### src/rtl/alu_pkg.sv
// Shared opcodes, flag bit positions and state encodings for the sequential ALU.
// Imported by the top level and the iterative multiply/divide unit.
package alu_pkg;

   localparam logic [3:0] ALU_ADD = 4'h0;
   localparam logic [3:0] ALU_SUB = 4'h1;
   localparam logic [3:0] ALU_AND = 4'h2;
   localparam logic [3:0] ALU_XOR = 4'h3;
   localparam logic [3:0] ALU_MUL = 4'h4;
   localparam logic [3:0] ALU_DIV = 4'h5;
   localparam logic [3:0] ALU_SAL = 4'h6;
   localparam logic [3:0] ALU_SAR = 4'h7;
   localparam logic [3:0] ALU_OR  = 4'h8;
   localparam logic [3:0] ALU_NOT = 4'h9;
   localparam logic [3:0] ALU_MOD = 4'hA;

   localparam int FLG_OF = 0;
   localparam int FLG_SF = 1;
   localparam int FLG_ZF = 2;
   localparam int FLG_DZ = 3;

   typedef enum logic [1:0] {
      ST_IDLE = 2'd0,
      ST_BUSY = 2'd1,
      ST_DONE = 2'd2
   } state_t;

   typedef enum logic {
      MD_MUL = 1'b0,
      MD_DIV = 1'b1
   } md_op_t;

endpackage

### src/rtl/alu_seq_if.sv
// Issue-side and writeback-side valid/ready handshake bundle of the sequential ALU.
// master = producer/consumer around the ALU, slave = the ALU itself.
interface alu_seq_if #(
   parameter int W = 32
);
   logic         in_valid;
   logic         in_ready;
   logic [W-1:0] val_a;
   logic [W-1:0] val_b;
   logic [3:0]   fun;
   logic         out_valid;
   logic         out_ready;
   logic [W-1:0] result;
   logic [3:0]   flags;

   modport master (
      output in_valid, val_a, val_b, fun, out_ready,
      input  in_ready, out_valid, result, flags
   );

   modport slave (
      input  in_valid, val_a, val_b, fun, out_ready,
      output in_ready, out_valid, result, flags
   );
endinterface

### src/rtl/alu_muldiv_iter.sv
// Iterative unsigned magnitude engine: W-step shift-add multiply or restoring divide.
// Outputs show the value after the current step, so they are final while done is high.
module alu_muldiv_iter
   import alu_pkg::*;
#(
   parameter int W = 32
) (
   input  logic           clock,
   input  logic           reset_n,
   input  logic           start,
   input  md_op_t         op,
   input  logic [W-1:0]   a_mag,
   input  logic [W-1:0]   b_mag,
   output logic           done,
   output logic [2*W-1:0] product,
   output logic [W-1:0]   quotient,
   output logic [W-1:0]   remainder
);
   localparam int CW = $clog2(W);

   // hi = accumulator / partial remainder, lo = multiplier / dividend shifting out
   logic [W-1:0]  r_hi;
   logic [W-1:0]  r_lo;
   logic [W-1:0]  r_opnd;
   md_op_t        r_op;
   logic [CW-1:0] r_count;
   logic          r_busy;

   logic [W:0]    w_sum;
   logic [W:0]    w_trial;
   logic [W-1:0]  w_hi_next;
   logic [W-1:0]  w_lo_next;

   always_comb begin
      w_sum   = {1'b0, r_hi} + (r_lo[0] ? {1'b0, r_opnd} : '0);
      w_trial = {r_hi, r_lo[W-1]} - {1'b0, r_opnd};
      if (r_op == MD_MUL) begin
         w_hi_next = w_sum[W:1];
         w_lo_next = {w_sum[0], r_lo[W-1:1]};
      end else if (!w_trial[W]) begin
         w_hi_next = w_trial[W-1:0];
         w_lo_next = {r_lo[W-2:0], 1'b1};
      end else begin
         w_hi_next = {r_hi[W-2:0], r_lo[W-1]};
         w_lo_next = {r_lo[W-2:0], 1'b0};
      end
   end

   always_ff @(posedge clock or negedge reset_n) begin
      if (!reset_n) begin
         r_hi    <= '0;
         r_lo    <= '0;
         r_opnd  <= '0;
         r_op    <= MD_MUL;
         r_count <= '0;
         r_busy  <= 1'b0;
      end else if (start) begin
         r_hi    <= '0;
         r_lo    <= b_mag;
         r_opnd  <= a_mag;
         r_op    <= op;
         r_count <= CW'(W - 1);
         r_busy  <= 1'b1;
      end else if (r_busy) begin
         r_hi <= w_hi_next;
         r_lo <= w_lo_next;
         if (r_count == '0) begin
            r_busy <= 1'b0;
         end else begin
            r_count <= r_count - 1'b1;
         end
      end
   end

   assign done      = r_busy & (r_count == '0);
   assign product   = {w_hi_next, w_lo_next};
   assign quotient  = w_lo_next;
   assign remainder = w_hi_next;

endmodule

### src/rtl/alu_seq.sv
// Multi-cycle execute ALU: single-cycle ops finish in one cycle, MUL/DIV/MOD iterate
// on magnitudes in alu_muldiv_iter; sign fixup, flags and handshake live here.
module alu_seq
   import alu_pkg::*;
#(
   parameter int W        = 32,
   parameter int MUL_ITER = 1
) (
   input  logic     clock,
   input  logic     reset_n,
   alu_seq_if.slave bus
);
   localparam int SW = $clog2(W);

   state_t         r_state;
   logic [W-1:0]   r_result;
   logic [3:0]     r_flags;
   logic           r_out_valid;
   logic [3:0]     r_fun;
   logic           r_neg_pq;
   logic           r_neg_b;

   logic           w_accept;
   logic           w_iter;
   logic [W-1:0]   w_a_mag;
   logic [W-1:0]   w_b_mag;
   logic [2*W-1:0] w_sc_prod;
   logic [W-1:0]   w_sc_result;
   logic           w_sc_of;
   logic           w_sc_dz;
   md_op_t         w_md_op;
   logic           w_md_done;
   logic [2*W-1:0] w_md_product;
   logic [W-1:0]   w_md_quotient;
   logic [W-1:0]   w_md_remainder;
   logic [2*W-1:0] w_prod_s;
   logic [W-1:0]   w_it_result;
   logic           w_it_of;

   // overflow when the upper W+1 bits of the 2W product are not a pure sign extension
   function automatic logic prod_ovf(input logic [2*W-1:0] p);
      return ~((&p[2*W-1:W-1]) | ~(|p[2*W-1:W-1]));
   endfunction

   function automatic logic [3:0] pack_flags(input logic [W-1:0] res, input logic of,
                                             input logic dz);
      logic [3:0] f;
      f         = '0;
      f[FLG_OF] = of;
      f[FLG_SF] = res[W-1];
      f[FLG_ZF] = (res == '0);
      f[FLG_DZ] = dz;
      return f;
   endfunction

   assign bus.in_ready  = (r_state == ST_IDLE) | ((r_state == ST_DONE) & bus.out_ready);
   assign bus.out_valid = r_out_valid;
   assign bus.result    = r_result;
   assign bus.flags     = r_flags;

   assign w_accept = bus.in_valid & bus.in_ready;
   // divide by zero never enters BUSY; it is answered in one cycle with DZ set
   assign w_iter   = (((bus.fun == ALU_DIV) | (bus.fun == ALU_MOD)) & (bus.val_a != '0))
                   | ((bus.fun == ALU_MUL) & (MUL_ITER != 0));
   assign w_a_mag  = bus.val_a[W-1] ? -bus.val_a : bus.val_a;
   assign w_b_mag  = bus.val_b[W-1] ? -bus.val_b : bus.val_b;
   assign w_md_op  = (bus.fun == ALU_MUL) ? MD_MUL : MD_DIV;
   assign w_sc_prod = {{W{bus.val_b[W-1]}}, bus.val_b} * {{W{bus.val_a[W-1]}}, bus.val_a};

   always_comb begin
      w_sc_result = bus.val_b;
      w_sc_of     = 1'b0;
      w_sc_dz     = 1'b0;
      case (bus.fun)
         ALU_ADD: begin
            w_sc_result = bus.val_b + bus.val_a;
            w_sc_of     = (bus.val_a[W-1] == bus.val_b[W-1]) & (w_sc_result[W-1] != bus.val_b[W-1]);
         end
         ALU_SUB: begin
            w_sc_result = bus.val_b - bus.val_a;
            w_sc_of     = (bus.val_a[W-1] != bus.val_b[W-1]) & (w_sc_result[W-1] != bus.val_b[W-1]);
         end
         ALU_AND: w_sc_result = bus.val_b & bus.val_a;
         ALU_XOR: w_sc_result = bus.val_b ^ bus.val_a;
         ALU_OR:  w_sc_result = bus.val_b | bus.val_a;
         ALU_NOT: w_sc_result = ~bus.val_b;
         ALU_SAL: w_sc_result = bus.val_b << bus.val_a[SW-1:0];
         ALU_SAR: w_sc_result = W'($signed(bus.val_b) >>> bus.val_a[SW-1:0]);
         ALU_MUL: begin
            w_sc_result = w_sc_prod[W-1:0];
            w_sc_of     = prod_ovf(w_sc_prod);
         end
         ALU_DIV: begin
            w_sc_result = '1;
            w_sc_dz     = 1'b1;
         end
         ALU_MOD: begin
            w_sc_result = bus.val_b;
            w_sc_dz     = 1'b1;
         end
         default: w_sc_result = bus.val_b;
      endcase
   end

   alu_muldiv_iter #(.W(W)) u_muldiv (
      .clock     (clock),
      .reset_n   (reset_n),
      .start     (w_accept & w_iter),
      .op        (w_md_op),
      .a_mag     (w_a_mag),
      .b_mag     (w_b_mag),
      .done      (w_md_done),
      .product   (w_md_product),
      .quotient  (w_md_quotient),
      .remainder (w_md_remainder)
   );

   // quotient magnitude 2^(W-1) with a positive sign is only reachable as MIN / -1
   assign w_prod_s = r_neg_pq ? -w_md_product : w_md_product;
   always_comb begin
      w_it_result = '0;
      w_it_of     = 1'b0;
      case (r_fun)
         ALU_MUL: begin
            w_it_result = w_prod_s[W-1:0];
            w_it_of     = prod_ovf(w_prod_s);
         end
         ALU_DIV: begin
            w_it_result = r_neg_pq ? -w_md_quotient : w_md_quotient;
            w_it_of     = ~r_neg_pq & w_md_quotient[W-1];
         end
         default: w_it_result = r_neg_b ? -w_md_remainder : w_md_remainder;
      endcase
   end

   always_ff @(posedge clock or negedge reset_n) begin
      if (!reset_n) begin
         r_state     <= ST_IDLE;
         r_result    <= '0;
         r_flags     <= '0;
         r_out_valid <= 1'b0;
         r_fun       <= ALU_ADD;
         r_neg_pq    <= 1'b0;
         r_neg_b     <= 1'b0;
      end else if (w_accept) begin
         r_fun    <= bus.fun;
         r_neg_pq <= bus.val_a[W-1] ^ bus.val_b[W-1];
         r_neg_b  <= bus.val_b[W-1];
         if (w_iter) begin
            r_state     <= ST_BUSY;
            r_out_valid <= 1'b0;
         end else begin
            r_state     <= ST_DONE;
            r_result    <= w_sc_result;
            r_flags     <= pack_flags(w_sc_result, w_sc_of, w_sc_dz);
            r_out_valid <= 1'b1;
         end
      end else begin
         case (r_state)
            ST_IDLE: ;
            ST_BUSY: begin
               if (w_md_done) begin
                  r_state     <= ST_DONE;
                  r_result    <= w_it_result;
                  r_flags     <= pack_flags(w_it_result, w_it_of, 1'b0);
                  r_out_valid <= 1'b1;
               end
            end
            ST_DONE: begin
               if (bus.out_ready) begin
                  r_state     <= ST_IDLE;
                  r_out_valid <= 1'b0;
               end
            end
            default: r_state <= ST_IDLE;
         endcase
      end
   end

endmodule

### src/flat_wrapper.sv
// flat-port wrapper written by rule: the top's interface ports become plain ports
module alu_seq_flat import alu_pkg::*;
#(
   parameter int W        = 32,
   parameter int MUL_ITER = 1
)
  (clock, reset_n, bus_in_valid, bus_val_a, bus_val_b, bus_fun, bus_out_ready, bus_in_ready, bus_out_valid, bus_result, bus_flags);
  alu_seq_if #(.W(W)) bus_i ();
  input  logic clock;
  input  logic reset_n;
  input wire logic [$bits(bus_i.in_valid)-1:0] bus_in_valid;
  input wire logic [$bits(bus_i.val_a)-1:0] bus_val_a;
  input wire logic [$bits(bus_i.val_b)-1:0] bus_val_b;
  input wire logic [$bits(bus_i.fun)-1:0] bus_fun;
  input wire logic [$bits(bus_i.out_ready)-1:0] bus_out_ready;
  output wire logic [$bits(bus_i.in_ready)-1:0] bus_in_ready;
  output wire logic [$bits(bus_i.out_valid)-1:0] bus_out_valid;
  output wire logic [$bits(bus_i.result)-1:0] bus_result;
  output wire logic [$bits(bus_i.flags)-1:0] bus_flags;
  assign bus_i.in_valid = bus_in_valid;
  assign bus_i.val_a = bus_val_a;
  assign bus_i.val_b = bus_val_b;
  assign bus_i.fun = bus_fun;
  assign bus_i.out_ready = bus_out_ready;
  assign bus_in_ready = bus_i.in_ready;
  assign bus_out_valid = bus_i.out_valid;
  assign bus_result = bus_i.result;
  assign bus_flags = bus_i.flags;
  alu_seq #(.W(W), .MUL_ITER(MUL_ITER)) u_core (.clock(clock), .reset_n(reset_n), .bus(bus_i));
endmodule
### config.mk
export PLATFORM = sky130hd
export DESIGN_NAME = alu_seq_flat
export DESIGN_NICKNAME = d
export VERILOG_FILES = /design/src/rtl/alu_pkg.sv /design/src/rtl/alu_seq_if.sv /design/src/rtl/alu_muldiv_iter.sv /design/src/rtl/alu_seq.sv /design/src/flat_wrapper.sv
export SDC_FILE = /design/constraint.sdc
export NUM_CORES = 2
export LEC_CHECK = 0
export ABC_AREA = 1
export CAP_MARGIN = 20
export CORE_ASPECT_RATIO = 1.4
export CORE_MARGIN = 2
export CORE_UTILIZATION = 25
export DETAILED_ROUTE_END_ITERATION = 6
export HOLD_SLACK_MARGIN = 0.05
export PLACE_DENSITY_LB_ADDON = 0.08
export SLEW_MARGIN = 20
export SYNTH_ARGS = -nofsm -noshare
export SYNTH_HDL_FRONTEND = slang
export SYNTH_SLANG_ARGS = --single-unit
### constraint.sdc
create_clock -name clock -period 5.4 [get_ports clock]
set_input_delay 1.08 -clock clock [delete_from_list [all_inputs] [get_ports clock]]
set_output_delay 1.08 -clock clock [all_outputs]
set_load 0.01 [all_outputs]
==> summary.txt <==
Die
  – DIE AREA: 254400 um2
  – Row cnt: 217
  – Starting density of the core: 25.11%
  – I/O pin cnt: 110
  – Chip height: 596.0 um
  – Chip Width: 426.9 um
  – Core ar.: 249200 um2

Routing
  – Vias: 66375
  – Initial drt markers: 4196
  – Remaining antenna violation count: 0
  – Wirelength per Cell: 26.43 um
  – Final WL: 369000 um
  – Via density: 4.755
  – Residual DRC count: 0
  – First-pass DRT Iterations: 6

Critical path
  – Critical Path Start Type: input port
  – Crit Path Category: in -> reg
  – Worst path slowest cell: fa_2
  – CP max stage delay: 0.65 ns
  – CP Launch Point: bus_val_a[3]
  – CP max FO: 5
  – Worst Setup End Kind: register
  – Crit path DAT: 8.80 ns
  – WP data required: 5.77 ns
  – Critical path's most frequent cell: fa_1
  – R2r startpoint: u_core.u_muldiv.r_lo[31]$_DFFE_PN0P_

GRT
  – Gr usage total: 28.79%
  – Grt ovf: 0
  – Largest net degree at the start of global routing: 103
  – Initial antenna violation count: 12
  – First-pass GRT wire length: 520900 um
  – Vias in the first global route: 71643

Cells and area
  – Layout cell share with drive strength beyond 1: 24.60%
  – Fin area: 85780 um2
  – Final std cells w/o fill: 13960
  – Multi-input gate area: 53390 um2
  – Commonest non-fill, non-tap cells in the layout: nand2_1, inv_1, buf_4
  – Area delta synth->final: 37.07%
  – Most common cell after layout, fill and taps aside: nand2_1
  – Fill cells: 27122
  – Post-layout util: 34.42%
  – Fin nets: 12165
  – Register area: 3684 um2

Synthesis
  – Async SR Flop Fraction: 100.0%
  – Largest cells by area after synthesis: fa_1, nand2_1, inv_1
  – Sequential fraction of the synthesis area: 5.878%
  – Number of synthesized flops with an enable pin: 0
  – Syn_area_per_cell: 6.855 um2
  – Mapped Nets: 10642
  – Seq cells post-synth: 147
  – Cell Area, Synth: 62580 um2
  – Syn. warnings: 0
  – Syn Inst Count: 9130
  – Ys flop type: dfrtp_1
  – Top-area cell type share of the netlist area: 34.74%
  – Synth area leader: fa_1
  – Synth cell types: 63

Placed design
  – Port bufs: 109
  – DP Cell Count: 13806
  – Dpl hpwl: 323100 um
  – Dpl cell area: 81090 um2
  – Gpl congestion: 1.006

Clocking
  – Skew-Pair Late Insertion Delay: 0.50 ns
  – Clock Tree Buf Depth: 2
  – Clock root buffer: clkbuf_16
  – CTS Sinks: 147
  – H-tree lvl count: 4
  – CTS Buf Count: 17
  – Clock transition at path regs: 0.08 ns
  – CTS tree: built

Timing
  – Fin. max-slew vios: 0
  – Post-Route Setup TNS: -65.78 ns
  – Hold Vio Cnt, Final: 0
  – Period minus WS final: 8.430 ns
  – Clock Skew: 0.02761 ns
  – RSZ-0062 raised after global routing: yes
  – Setup violators final: 29
  – Final period util: 156.1%
  – Relative slew margins: 25.59%
  – Worst slew pin tran: 1.116 ns
  – Setup ws final: -3.030 ns
  – Fmax: 0.1186 GHz

Worst hold path
  – Hold Path Class: reg -> reg
  – Hold Startpoint: u_core.bus.result[21]$_DFFE_PN0P_

Status
  – Outcome: complete, but fails checks
  – Violated checks: setup timing

Flow run
  – Max Cap Viol: 0
-- cell usage after synthesis (15+ instances only) --
| cell | number |
|---|---|
| a21o_1 | 24 |
| a21oi_1 | 332 |
| nand3_1 | 594 |
| o221ai_1 | 34 |
| nand2_1 | 2679 |
| fa_1 | 1086 |
| nor3_1 | 77 |
| o211ai_1 | 34 |
| o21a_1 | 20 |
| dfrtp_1 | 147 |
| xor2_1 | 103 |
| ha_1 | 354 |
| nand3b_1 | 27 |
| a31oi_1 | 38 |
| xnor2_1 | 33 |
| o22ai_1 | 40 |
| nand4_1 | 86 |
| o21ai_0 | 384 |
| inv_1 | 1751 |
| o21ai_1 | 16 |
| or2_2 | 29 |
| clkbuf_1 | 296 |
| buf_1 | 109 |
| nand2_2 | 47 |
| inv_2 | 15 |
| o21bai_1 | 17 |
| nor2_2 | 19 |
| nor2_1 | 569 |
| buf_2 | 22 |
-- cell type report --
cell class	count	share of cell area, %
multi-input cells	6770	62.24
repair buffers	1943	20.12
inverters	1774	7.789
well taps	3285	4.791
flip-flops and latches	147	4.294
clock buffers	17	0.4959
clock inverters	15	0.2421
diodes	9	0.02625
-- stage by stage --
step                hold slack (ns)  worst slack, ns
finish                       0.4772           -3.030
detailed placement           0.4692           -4.984
global placement             0.4659           -5.139
CTS                          0.4907           -3.074
global route                 0.5082           -3.356
floorplan                    0.4530           -3.194
-- final timing paths --
| check | to | slack [ns] | cells after the start |
|---|---|---|---|
| max reg2reg | u_core.bus.flags[0]$_DFFE_PN0P_ | -0.43 | 41 |
| min | u_core.bus.result[21]$_DFFE_PN0P_ | 0.48 | 2 |
| max | u_core.bus.flags[0]$_DFFE_PN0P_ | -3.03 | 37 |
| max in group asynchronous | u_core.bus.result[15]$_DFFE_PN0P_ | 3.67 | 2 |
| min in group asynchronous | u_core.u_muldiv.r_hi[14]$_DFFE_PN0P_ | 0.64 | 1 |
| min reg2reg | u_core.bus.result[21]$_DFFE_PN0P_ | 0.48 | 2 |
-- logic make-up after synthesis --
family | Yosys count | synth area share [%]
buf+inv | 2213 | 13.46
xor+xnor | 136 | 1.903
flops | 147 | 5.878
fa+ha+maj | 1440 | 41.82
compound gates | 1006 | 9.149
simple gates | 4185 | 27.75
mux | 3 | 0.04798
-- critical path, delay by kind of cell --
family	cells	cell delay (ns)
adders and majority gates	9	4.48
buffers and inverters	11	1.06
AOI/OAI and AO/OA	6	0.94
xor gates and xnor gates	1	0.22
and+or+nand+nor	10	0.98
-- sequential cells by signal, summed over array words and instances (netlist names) --
register,flops
u_core.bus.result,31
u_core.u_muldiv.r_busy,1
u_core.r_neg_b,1
u_core.r_neg_pq,1
u_core.bus.out_valid,1
u_core.u_muldiv.r_count,5
u_core.u_muldiv.r_hi,32
u_core.r_fun,4
u_core.r_state,2
u_core.bus.flags,4
u_core.u_muldiv.r_op,1
u_core.u_muldiv.r_lo,32
u_core.u_muldiv.r_opnd,32
-- repair_timing --
item	CTS	global route
cloned	3	6
buffers inserted	68	59
pin swaps	147	199
hold buffers	0	0
endpoints found under the setup margin	30	30
gates resized for setup	431	360
-- metal layers --
layer | GRT usage [%] | part of all wire (%) | vias up | routed length, um
met2 | 53.52 | 52 | 1593 | 193400
met4 | 19.35 | 9.0 | 2 | 33090
li1 | - | - | 30927 | -
met5 | 0 | 0.0035 | - | 13
met3 | 2.378 | 3.4 | 624 | 12670
met1 | 30.63 | 35 | 33229 | 129800
Power is not shown: default switching activity piles up to over one toggle a cycle in this logic, so the estimate is an artifact.
